--- config.mk ---
export PLATFORM = sky130hd
export DESIGN_NAME = maze_grid_render
export DESIGN_NICKNAME = d
export VERILOG_FILES = /design/src/rtl/maze_grid_render.sv
export SDC_FILE = /design/constraint.sdc
export NUM_CORES = 1
export LEC_CHECK = 0
export CORE_ASPECT_RATIO = 0.9
export CORE_MARGIN = 1.5
export CORE_UTILIZATION = 50
export DETAILED_ROUTE_END_ITERATION = 8
export GPL_ROUTABILITY_DRIVEN = 0
export GPL_TIMING_DRIVEN = 0
export PLACE_DENSITY = 0.78
export REMOVE_ABC_BUFFERS = 1
export SLEW_MARGIN = 40
export SYNTH_ARGS = -nofsm -noshare
export SYNTH_HDL_FRONTEND = slang
export SYNTH_SLANG_ARGS = --single-unit
--- constraint.sdc ---
create_clock -name CLOCK -period 2.11 [get_ports CLOCK]
set_clock_uncertainty 0.15 [all_clocks]
set_input_delay 0.422 -clock CLOCK [delete_from_list [all_inputs] [get_ports CLOCK]]
set_output_delay 0.422 -clock CLOCK [all_outputs]
set_load 0.05 [all_outputs]
--- src/rtl/maze_grid_render.sv ---
// Maze cell store with a two-stage RGB332 pixel renderer and a raster clear sweep.
// Optional cursor tracking (old cursor cell demoted to visited) with `define MAZE_RENDER_CURSOR_EN.
module maze_grid_render #(
  parameter int COLS      = 4,
  parameter int ROWS      = 5,
  parameter int CELL_LOG2 = 6,
  parameter int WALL_PX   = 2
) (
  input  logic       CLOCK,
  input  logic       RESET_N,
  input  logic       UPD_VALID,
  output logic       UPD_READY,
  input  logic [2:0] UPD_X,
  input  logic [2:0] UPD_Y,
  input  logic [2:0] UPD_STATE,
  input  logic [3:0] UPD_WALLS,
  input  logic       CLEAR,
  input  logic [9:0] PIXEL_X,
  input  logic [9:0] PIXEL_Y,
  output logic [7:0] PIXEL_COLOR,
  output logic       BUSY,
  output logic [7:0] DROP_CNT
);
  localparam int NCELL = ROWS * COLS;
  localparam int IDX_W = (NCELL > 1) ? $clog2(NCELL) : 1;
  localparam logic [IDX_W-1:0] LAST_IDX = IDX_W'(NCELL - 1);
  localparam logic [CELL_LOG2-1:0] WALL_LO = CELL_LOG2'(WALL_PX);
  localparam logic [CELL_LOG2-1:0] WALL_HI = CELL_LOG2'((1 << CELL_LOG2) - WALL_PX);
  localparam logic [9:0] COLS_W = 10'(COLS);
  localparam logic [9:0] ROWS_W = 10'(ROWS);

`ifdef MAZE_RENDER_CURSOR_EN
  typedef enum logic [1:0] {SWEEP, IDLE, CUR2} state_t;
`else
  typedef enum logic {SWEEP, IDLE} state_t;
`endif

  function automatic logic [IDX_W-1:0] cell_index(input logic [9:0] col, input logic [9:0] row);
    return IDX_W'(row * COLS_W + col);
  endfunction

  logic [6:0]       cells [NCELL];
  state_t           state, state_next;
  logic [IDX_W-1:0] sweep_idx;
  logic [7:0]       drop_cnt;
  logic             we;
  logic [IDX_W-1:0] waddr;
  logic [6:0]       wdata;
  logic             accept;
  logic             upd_ready;
  logic             upd_bad;
  logic [IDX_W-1:0] upd_idx;

  logic [9:0]       pix_col, pix_row;
  logic             pix_in_grid;
  logic [IDX_W-1:0] rd_idx;

  logic [9:0]           s1_col, s1_row;
  logic [CELL_LOG2-1:0] s1_offx, s1_offy;
  logic [6:0]           s1_data;
  logic                 s1_valid;
  logic [7:0]           color_q;
  logic [7:0]           pix_color, state_color;
  logic                 on_border, on_wall;

`ifdef MAZE_RENDER_CURSOR_EN
  logic [2:0]       cur_x, cur_y, pend_x, pend_y;
  logic             cur_valid;
  logic [IDX_W-1:0] cur_idx;
  assign cur_idx = cell_index({7'd0, cur_x}, {7'd0, cur_y});
`endif

  assign upd_bad = ({7'd0, UPD_X} >= COLS_W) || ({7'd0, UPD_Y} >= ROWS_W) || (UPD_STATE == 3'd7);
  assign upd_idx = cell_index({7'd0, UPD_X}, {7'd0, UPD_Y});

  // CLEAR wins over a same-cycle update, so READY drops with it.
  always_comb begin
    state_next = state;
    upd_ready  = 1'b0;
    we         = 1'b0;
    waddr      = '0;
    wdata      = '0;
    accept     = 1'b0;
    case (state)
      SWEEP: begin
        we    = 1'b1;
        waddr = sweep_idx;
        if (sweep_idx == LAST_IDX) state_next = IDLE;
      end
      IDLE: begin
        upd_ready = !CLEAR;
        if (CLEAR) begin
          state_next = SWEEP;
        end else if (UPD_VALID) begin
          accept = 1'b1;
          if (!upd_bad) begin
            we    = 1'b1;
            waddr = upd_idx;
            wdata = {UPD_STATE, UPD_WALLS};
`ifdef MAZE_RENDER_CURSOR_EN
            if (UPD_STATE == 3'd6 && cur_valid && cur_idx != upd_idx) state_next = CUR2;
`endif
          end
        end
      end
`ifdef MAZE_RENDER_CURSOR_EN
      CUR2: begin
        we         = 1'b1;
        waddr      = cur_idx;
        wdata      = {3'd1, cells[cur_idx][3:0]};
        state_next = IDLE;
      end
`endif
      default: state_next = SWEEP;
    endcase
  end

  always_ff @(posedge CLOCK or negedge RESET_N) begin
    if (!RESET_N) begin
      state     <= SWEEP;
      sweep_idx <= '0;
      drop_cnt  <= 8'd0;
    end else begin
      state <= state_next;
      if (state == SWEEP) sweep_idx <= (sweep_idx == LAST_IDX) ? '0 : sweep_idx + 1'b1;
      if (accept && upd_bad && drop_cnt != 8'hFF) drop_cnt <= drop_cnt + 8'd1;
    end
  end

`ifdef MAZE_RENDER_CURSOR_EN
  // The new position waits in pend_* while CUR2 still needs the old one.
  always_ff @(posedge CLOCK or negedge RESET_N) begin
    if (!RESET_N) begin
      cur_x     <= 3'd0;
      cur_y     <= 3'd0;
      pend_x    <= 3'd0;
      pend_y    <= 3'd0;
      cur_valid <= 1'b0;
    end else if (state == SWEEP) begin
      cur_valid <= 1'b0;
    end else if (state == CUR2) begin
      cur_x <= pend_x;
      cur_y <= pend_y;
    end else if (accept && !upd_bad && UPD_STATE == 3'd6) begin
      if (state_next == CUR2) begin
        pend_x <= UPD_X;
        pend_y <= UPD_Y;
      end else begin
        cur_x     <= UPD_X;
        cur_y     <= UPD_Y;
        cur_valid <= 1'b1;
      end
    end
  end
`endif

  always_ff @(posedge CLOCK) begin
    if (we) cells[waddr] <= wdata;
  end

  assign pix_col     = PIXEL_X >> CELL_LOG2;
  assign pix_row     = PIXEL_Y >> CELL_LOG2;
  assign pix_in_grid = (pix_col < COLS_W) && (pix_row < ROWS_W);
  assign rd_idx      = pix_in_grid ? cell_index(pix_col, pix_row) : '0;

  always_comb begin
    on_border = (s1_col == 10'd0 && s1_offx < WALL_LO) ||
                (s1_col == COLS_W - 10'd1 && s1_offx >= WALL_HI) ||
                (s1_row == 10'd0 && s1_offy < WALL_LO) ||
                (s1_row == ROWS_W - 10'd1 && s1_offy >= WALL_HI);
    on_wall   = (s1_data[3] && s1_offy < WALL_LO) || (s1_data[2] && s1_offx >= WALL_HI) ||
                (s1_data[1] && s1_offy >= WALL_HI) || (s1_data[0] && s1_offx < WALL_LO);
    case (s1_data[6:4])
      3'd0:    state_color = 8'hFF;
      3'd1:    state_color = 8'hFC;
      3'd2:    state_color = 8'h88;
      3'd3:    state_color = 8'hE0;
      3'd4:    state_color = 8'h1C;
      3'd5:    state_color = 8'h03;
      3'd6:    state_color = 8'h3E;
      default: state_color = 8'h00;
    endcase
    if (!(s1_col < COLS_W && s1_row < ROWS_W)) pix_color = 8'h00;
    else if (on_border || on_wall)             pix_color = 8'h88;
    else                                       pix_color = state_color;
  end

  // A pixel shows only if neither of its pipeline cycles nor the display cycle is busy.
  always_ff @(posedge CLOCK or negedge RESET_N) begin
    if (!RESET_N) begin
      s1_col   <= 10'd0;
      s1_row   <= 10'd0;
      s1_offx  <= '0;
      s1_offy  <= '0;
      s1_data  <= 7'd0;
      s1_valid <= 1'b0;
      color_q  <= 8'h00;
    end else begin
      s1_col   <= pix_col;
      s1_row   <= pix_row;
      s1_offx  <= PIXEL_X[CELL_LOG2-1:0];
      s1_offy  <= PIXEL_Y[CELL_LOG2-1:0];
      s1_data  <= cells[rd_idx];
      s1_valid <= (state != SWEEP);
      color_q  <= (state == SWEEP || state_next == SWEEP || !s1_valid) ? 8'h00 : pix_color;
    end
  end

  assign UPD_READY   = upd_ready;
  assign BUSY        = (state == SWEEP);
  assign PIXEL_COLOR = color_q;
  assign DROP_CNT    = drop_cnt;

endmodule

After elaboration in Yosys (flattened, before gate mapping) --
Memories as Yosys holds them, arrays and structs flattened. A register that Yosys moved wholly into a read port is not among the register bits. Cells that the tools add are included. W data, S select, Z words.
Storage, ports and cells: memories kept 1, output and inout port bits 18, bits in writable memories 140, logic and storage cells 93, register bits 43
Cells by class: bitwise logic cells 2, $add $sub $neg 4, mux-type cells 27, equality and inequality tests 11, reductions and logical operators 29, order comparisons 10
Memory list:
- cells | words 20, width 7, rd ports 1, clocked after Yosys merged registers in 1, write ports 1, line 42 | logic [6:0] cells [NCELL];
Operators with widths (number):
- $pmux W8 S7 | 1
- $mux W7 | 4
- $mux W5 | 5
- $mux W8 | 3
- $logic_not A10 Y1 | 2
- $lt A4 B3 Y1 const B | 4
- $eq A3 B3 Y1 const B | 4
- $ge A6 B6 Y1 const B | 2
- $logic_and A1 B1 Y1 | 12
- $lt A6 B2 Y1 const B | 2
- $logic_or A1 B1 Y1 | 11
- $mux W1 | 11
- $pmux W5 S2 | 1
- $add A8 B1 Y8 const B | 1
- $ne A8 B8 Y1 const B | 1
- $eq A3 B2 Y1 const B | 2
- $ge A3 B3 Y1 const B | 2
- $add A5 B1 Y5 const B | 1
- $add A5 B3 Y5 | 1
- $add A5 B4 Y5 | 1
- $eq A5 B5 Y1 const B | 1
- $eq A4 B2 Y1 const B | 1
- $eq A4 B3 Y1 const B | 1
- $pmux W1 S2 | 2
- other kinds (4) | 7

Logic depth before layout (Yosys ltp) --
Gate-level depths: netlist of the first run.
depth after elaboration 9, depth in mapped cells 8, gate-level depth less buffers 7

Worst setup path after synthesis of the first run --
No wires, ideal clock.
kind input port to flip-flop, start point input UPD_X[2], end point memory cells[16][0] (enable), slack -459 ps, arrival 2039 ps, stages 7, buffers on the path 0, data required time 1580 ps, cells stage by stage ha_1 -> ha_1 -> xor2_1 -> nand2_1 -> a2bb2oi_2 -> or2_1 -> nor3_1
Between the ends: word-level cells in the longest chain between the ends 9
RTL lines:
- from (decl) | line 13 | input logic [2:0] UPD_X,
- $ge A3 B3 Y1 | line 73 | assign upd_bad = ({7'd0, UPD_X} >= COLS_W) || ({7'd0, UPD_Y} >= ROWS_W) || (UPD_STATE == 3'd7);
- $logic_or A1 B1 Y1 (2 in a row) | line 73
- $mux W1 | line 96 | if (!upd_bad) begin
- $mux W1 | line 94 | end else if (UPD_VALID) begin
- $mux W1 | line 92 | if (CLEAR) begin
- $pmux W1 S2 | line 84 | case (state)
- $mux W1 | line 158 | if (we) cells[waddr] <= wdata;
- $mux W1 (implied by the code) | line 158
- to (decl) | line 42
Parallel ways exist; a longest one is shown, timed or not.

Final worst setup path of the first run --
start point register state, end point memory cells[9][0] (enable)
Between the ends: word-level cells in the longest chain between the ends 4
RTL lines:
- from (decl) | line 43 | state_t state, state_next;
- from (signal assigned) | line 124 | state <= state_next;
- $not A1 Y1
- $pmux W1 S2 | line 84
- $mux W1 | line 158
- $mux W1 (implied by the code) | line 158
Parallel ways exist; a longest one is shown, timed or not.

==> qor.csv, run 1 <==
stage,metric,value,unit
timing,fin_ws,-0.09282,ns
die,pin_count,55,
yosys,synth_cell_type_count,59,
critical_path,crit_chain,"and3b_2, buf_6, nand2_4, a2bb2oi_4, nand2_4, nor3_4, buf_12",
critical_path,critPathMaxFanout,6,
detailed_routing,ant_nets,0,
place,place_ws,-1.188,ns
yosys,synth-edff-count,140,
timing,setup_viol,110,
yosys,yosys_most_used_dff,edfxtp_1,
power,pwr-share-comb,27.9,%
timing,finalSetupTns,-5.378,ns
timing,drv_slew,0,
final_layout,drive_above_1_share,31.28,%
critical_path,critPathCaptureType,flip-flop,
die,std_cell_rows,42,
run,max_cap_viol_count,0,
critical_path,path_buf_inv,2,
clock_network,cts-root-buf,clkbuf_16,
critical_path,slowest_stage,dfrtp_2,
timing,max_slew_margin,44.30,%
final_layout,fin_cells,783,
power,clkPwrFrac,29.3,%
power,power_density,1084,nW/um2
clock_network,cts_tree,done,
timing,grt_setup_unrepaired,true,
critical_path,cp.arrival,2.21,ns
critical_path,critPathMaxStageDelay,0.42,ns
power,p_leak,3.870,nW
power,p_sw,0.003426,W
yosys,yosysWarnings,0,
critical_path,r2r_setup_slack,-0.09,ns
power,internal_power,0.007486,W
power,power_switching_share,31.40,%
critical_path,cpLargestDelayFamily,simple AND/OR/NAND/NOR gates,
global_routing,grt-ovfl-total,0,
clock_network,path_clk_slew,0.07,ns
timing,max_slew.worst_pin.slew,0.8355,ns
global_routing,use_met3,5.996,%
yosys,syn_area_per_cell,16.21,um2
final_layout,areaGrowthSynthToFinish,31.28,%
clock_network,htreeDepth,4,
global_routing,grt_max_degree,48,
yosys,synthArstFlopShare,25.13,%
final_layout,antenna_cells,0,
global_routing,grt_pass1_vias,4975,
global_routing,grt.busiest_layer,met2,
yosys,synthCells,473,
status,failed_checks,negative setup slack,
power,power_frac_seq,42.8,%
power,peakVddDrop,0.001304,V
place,numPortBuffers,52,
place,hpwl,10140,um
global_routing,grt_util_met1,30.00,%
detailed_routing,drcViolationCount,0,
die,start_util,51.56,%
global_routing,grt_pass1_wl,28280,um
timing,hold_viol_final,0,
detailed_routing,drtIter0Drc,576,
critical_path,crit_type,reg2reg,
die,die_h,120.5,um
detailed_routing,wl,19220,um
place,place_inst,706,
die,core_area,14870,um2
critical_path,cp.required,2.12,ns
final_layout,fin_nets,615,
detailed_routing,avgViaCountPerCell,6.077,
hold_path,hold_class,in2reg,
clock_network,cts_sinks,187,
critical_path,critPathMostFrequentCell,nand2_4,
yosys,ys_ff_latch,187,
critical_path,startpoint_type,flip-flop,
detailed_routing,routedWlPerCell,24.54,um
global_routing,grt_usage,24.48,%
timing,period_minus_slack,2.203,ns
die,die_w,133.5,um
clock_network,cts_buffer_depth,2,
global_routing,use_met2,42.00,%
timing,whs,0.07779,ns
clock_network,clock_latency,0.45,ns
global_routing,antenna_found_initial,0,
die,dieArea,16090,um2
clock_network,cts_buffers,17,
timing,post-route-period-util,104.4,%
status,outcome,finished with violations,
yosys,netlist_area,7669,um2
final_layout,fillers,904,
yosys,synth_seq_area_share,70.16,%
final_layout,final_core_util,67.69,%
detailed_routing,drt_first_pass_iters,7,
timing,fmaxAchievable,0.4540,GHz
detailed_routing,dr_total_vias,4758,
[final timing paths]
| kind | cells past startpoint | end | from |
|---|---|---|---|
| min in group asynchronous | 2 | DROP_CNT[1] | RESET_N |
| worst max register to register | 7 | cells[9][0] | state |
| worst min register to register | 1 | DROP_CNT[6] | DROP_CNT[6] |
| worst min-delay path | 1 | s1_row[1] | PIXEL_Y[7] |
| worst max-delay path | 7 | cells[9][0] | state |
| max in group asynchronous | 2 | state | RESET_N |
[kinds of logic after synthesis]
kind of cell | share of synthesized area [%]
xor gates and xnor gates | 1.485
buffers and inverters | 2.154
DFF | 70.16
and+or+nand+nor | 8.484
muxes | 10.15
adders and majority gates | 1.077
AOI/OAI and AO/OA | 6.494
[worst register-to-register path, delay by kind of cell (launching register included)]
kind,cells,cell delay (ns)
AND/OR/NAND/NOR,4,0.80
buffers and inverters,2,0.31
flip-flops,1,0.42
AO/OA/AOI/OAI,1,0.24
[power by group through the flow]
stage	combinational (W)	clock [W]	sequential (W)
global route	0.00318	0.00334	0.00470
floorplan	0.00102	0	0.00471
CTS	0.00280	0.00314	0.00464
global placement	0.00153	0	0.00470
detailed placement	0.00173	0	0.00473
finish	0.00304	0.00319	0.00467
[metal layers]
layer,up-vias,share of wire [%]
li1,2053,-
met1,2388,37
met2,270,52
met3,47,7.6
met4,0,3.1
met5,-,0
[synthesized netlist by cell type (all sizes together) (7+ instances only)]
cell type,n,share of area [%]
a21oi,17,1.1
nor2,30,1.5
nor3,31,2.0
buf,16,1.6
o221ai,7,0.80
and2,9,0.73
nand2,22,1.1
nand3,11,0.72
xor2,9,1.0
dfrtp,47,15
mux2i,26,3.4
a2bb2oi,7,0.88
mux4,22,6.5
edfxtp,140,55
o21ai,8,0.52
[metrics by stage]
step	area [um2]	total power, W
6_report	10070	0.01091
4_1_cts	9908	0.01058
2_1_floorplan	7528	0.005733
3_5_place_dp	8449	0.006454
3_3_place_gp	8297	0.006233
5_1_grt	10070	0.01123
[layout make-up]
class	count	area (um2)	share of cell area [%]
tap	198	247.7	2.461
sequential	187	5381	53.45
clock buffer	18	429.2	4.263
multi-input combinational	261	2659	26.41
clock inverter	14	160.2	1.591
inverter	6	25.02	0.2486
timing repair buffer	99	1165	11.57
[sequential cells by signal, summed over array words and instances (netlist names)]
signal       flops
s1_row           4
s1_offy          5
s1_col           4
state            1
cells          140
sweep_idx        5
DROP_CNT         8
s1_data          7
s1_valid         1
s1_offx          5
PIXEL_COLOR      7
[what timing repair did]
item	in CTS	in global routing
buffers inserted	35	7
hold buffers	1	0
gates cloned	2	0
resized for setup	105	22
endpoints found under the hold margin	47	0
endpoints found under the setup margin	305	233
pin swaps	28	21
[cells in the final DEF, fill, tap and decap left out, types with 4 or more instances in the layout]
| master | instances |
|---|---|
| nor3_1 | 13 |
| mux2i_2 | 4 |
| clkbuf_16 | 17 |
| nor3_4 | 18 |
| edfxtp_1 | 140 |
| a2bb2oi_1 | 6 |
| o221ai_2 | 5 |
| buf_4 | 19 |
| a221oi_2 | 6 |
| and3_1 | 4 |
| and2_2 | 4 |
| xor2_1 | 8 |
| a21oi_1 | 16 |
| buf_6 | 5 |
| and2_1 | 5 |
| dfrtp_1 | 46 |
| mux2i_1 | 22 |
| clkinvlp_4 | 4 |
| nor2_1 | 26 |
| nand3_1 | 9 |
| clkdlybuf4s50_1 | 19 |
| o21ai_0 | 4 |
| nand2_1 | 17 |
| buf_12 | 23 |
| dlygate4sd2_1 | 23 |
| inv_1 | 5 |
| mux4_2 | 22 |
No activity file was read; power rests on OpenSTA's default activity.
==> run 2: changes to the inputs <==
--- a/config.mk
+++ b/config.mk
@@ -11,7 +11,7 @@
 export DETAILED_ROUTE_END_ITERATION = 8
 export GPL_ROUTABILITY_DRIVEN = 0
 export GPL_TIMING_DRIVEN = 0
-export PLACE_DENSITY = 0.78
+export PLACE_DENSITY_LB_ADDON = 0.25
 export REMOVE_ABC_BUFFERS = 1
 export SLEW_MARGIN = 40
 export SYNTH_ARGS = -nofsm -noshare
==> run 2 against run 1 <==
  * The flow still finishes with violations (negative setup slack)
  * Non-clock buffer count up 8
  * Largest cell class unchanged
  * Critical path type is now in2reg
  * First-iteration DRC count decreased by 35%
  * Sequential power about the same
  * Clock power about the same
  * Sequential share of layout area shrank 0.19 points
  * Total power increased by 0.80%
  * Global-route usage decreased by 1.6 points
  * Critical path depth is 1 lower
  * Design area is 0.36% higher
  * Register-to-register slack barely moved
==> qor.csv, run 2 (synthesis gave the netlist of run 1 again) <==
stage,metric,value,unit
status,outcome,finished with violations,
status,failed_checks,negative setup slack,
final_layout,antenna_cells,0,
critical_path,cp.arrival,2.28,ns
timing,max_slew.worst_pin.slew,0.8327,ns
final_layout,final_common_cell,edfxtp_1,
clock_network,cts_buffer_depth,2,
die,die_h,120.5,um
detailed_routing,dr_total_vias,4687,
run,max_cap_viol_count,0,
place,numPortBuffers,52,
clock_network,cts-root-buf,clkbuf_16,
clock_network,cts_sinks,187,
critical_path,startpoint_type,input port,
critical_path,r2r_end,cells[2][4],
critical_path,critPathLaunch,UPD_X[1],
detailed_routing,drt_first_pass_iters,6,
power,report.power.total,0.01100,W
critical_path,crit_type,in2reg,
clock_network,cts_buffers,17,
final_layout,fin_nets,623,
final_layout,largest_reg_flops,140,
detailed_routing,routedWlPerCell,22.47,um
timing,post-route-period-util,108.1,%
global_routing,grt_pass1_vias,4878,
critical_path,r2r-start,state,
final_layout,areaGrowthSynthToFinish,31.75,%
final_layout,multi_input_area,2624,um2
die,pin_count,55,
critical_path,crit_end,cells[2][4],
hold_path,hold_class,in2reg,
timing,period_minus_slack,2.282,ns
detailed_routing,drcViolationCount,0,
timing,setup_viol,98,
power,p_leak,3.894,nW
die,start_util,51.56,%
critical_path,rr_worst_depth,6,
power,peakVddDrop,0.0009493,V
timing,drv_slew,0,
clock_network,htreeDepth,4,
detailed_routing,drtIter0Drc,372,
critical_path,cp.required,2.10,ns
final_layout,final_cell_mix,"140 x edfxtp_1, 46 x dfrtp_1, 26 x nor2_1",
global_routing,antenna_found_initial,0,
final_layout,fillers,955,
critical_path,critPathCaptureType,flip-flop,
timing,hold_viol_final,0,
place,place_ws,-1.208,ns
detailed_routing,ant_nets,0,
clock_network,path_clk_slew,0.06,ns
power,power_density,1089,nW/um2
die,dieArea,16090,um2
die,die_w,133.5,um
clock_network,cts_tree,done,
die,core_area,14870,um2
final_layout,seq_area,5381,um2
timing,fmaxAchievable,0.4383,GHz
global_routing,grt_max_degree,44,
timing,fin_ws,-0.1717,ns
timing,max_slew_margin,44.49,%
die,std_cell_rows,42,
place,hpwl,10190,um
global_routing,grt_pass1_wl,26810,um
clock_network,clock_latency,0.44,ns
global_routing,grt-ovfl-total,0,
timing,grt_setup_unrepaired,true,
final_layout,drive_above_1_share,31.87,%
final_layout,max_flop_register,cells,
detailed_routing,wl,17770,um
global_routing,grt_usage,22.91,%
detailed_routing,avgViaCountPerCell,5.925,
critical_path,r2r_setup_slack,-0.09,ns
critical_path,critPathMaxFanout,7,
[run 2: changes by cell type in the layout (fill, tap and decap cells not counted), moves of 2 or more]
cell and delta:
buf_4 +2, buf_6 +8, clkinvlp_4 -2, dlygate4sd2_1 +2, dlymetal6s2s_1 -3, mux2i_1 +2, mux2i_2 -2, o221ai_1 +2
o221ai_2 -2
[run 2: how the worst min path moves through the flow]
stage	start	endpoint	slack (ns)	cells past startpoint
6_report	PIXEL_X[6]	s1_col[0]	0.12	1
5_1_grt	PIXEL_X[6]	s1_col[0]	0.10	1
4_1_cts	PIXEL_X[6]	s1_col[0]	0.11	1
3_5_place_dp	RESET_N	DROP_CNT[0]	0.09	1
3_3_place_gp	DROP_CNT[7]	DROP_CNT[7]	0.34	1
2_1_floorplan	RESET_N	DROP_CNT[0]	-0.02	0
[run 2: metrics by stage]
stage / TNS [ns] / hold WS (ns) / cell area (um2) / std cells / utilization, %
2_1_floorplan: -51.26 / -0.02359 / 7528 / 453 / -
3_3_place_gp: -291.67 / 0.3358 / 8297 / 703 / 55.79
3_5_place_dp: -230.23 / 0.08502 / 8477 / 707 / 57.00
4_1_cts: -0.3517 / 0.1146 / 9947 / 785 / 66.89
5_1_grt: -10.55 / 0.1034 / 10100 / 791 / 67.94
6_report: -6.320 / 0.1181 / 10100 / 791 / 67.94
[run 2: report_power, final]
group | leakage [nW] | internal [W] | total, W | switching, W
Sequential | 1.99 | 0.00442 | 0.00465 | 0.000236
Clock | 0.283 | 0.00178 | 0.00321 | 0.00143
Combinational | 1.63 | 0.00137 | 0.00314 | 0.00177
Total | 3.89 | 0.00757 | 0.0110 | 0.00343
[run 2: area by class of cell]
class | count | area share [%]
multi-input cells | 261 | 25.97
repair buffers | 107 | 12.21
clock inverters | 13 | 1.573
well taps | 198 | 2.452
inverters | 6 | 0.2477
clock buffers | 19 | 4.285
flip-flops and latches | 187 | 53.26
[run 2: repair_timing]
| item | in CTS | in global routing |
|---|---|---|
| hold endpoints to repair | 47 | 0 |
| hold buffers | 1 | 0 |
| buffers inserted | 47 | 5 |
| pin swaps | 33 | 22 |
| setup endpoints to repair | 305 | 208 |
| gates resized for setup | 106 | 22 |
| cloned | 0 | 1 |
[run 2: layer usage]
metal  part of all wire (%)  GRT usage, %  wire (um)  up-vias
li1                       -             -          -     2073
met4                    2.4         8.152        418        0
met1                     39         28.40       6856     2372
met5                      0             0          0        -
met3                    7.7         6.667       1368       33
met2                     51         38.70       9130      209
[run 2: critical path: stages]
cell and delay, ns:
clkdlybuf4s50_1 0.63, inv_1 0.19, o32a_1 0.41, nand2b_4 0.21, nor3_4 0.25, buf_12 0.16
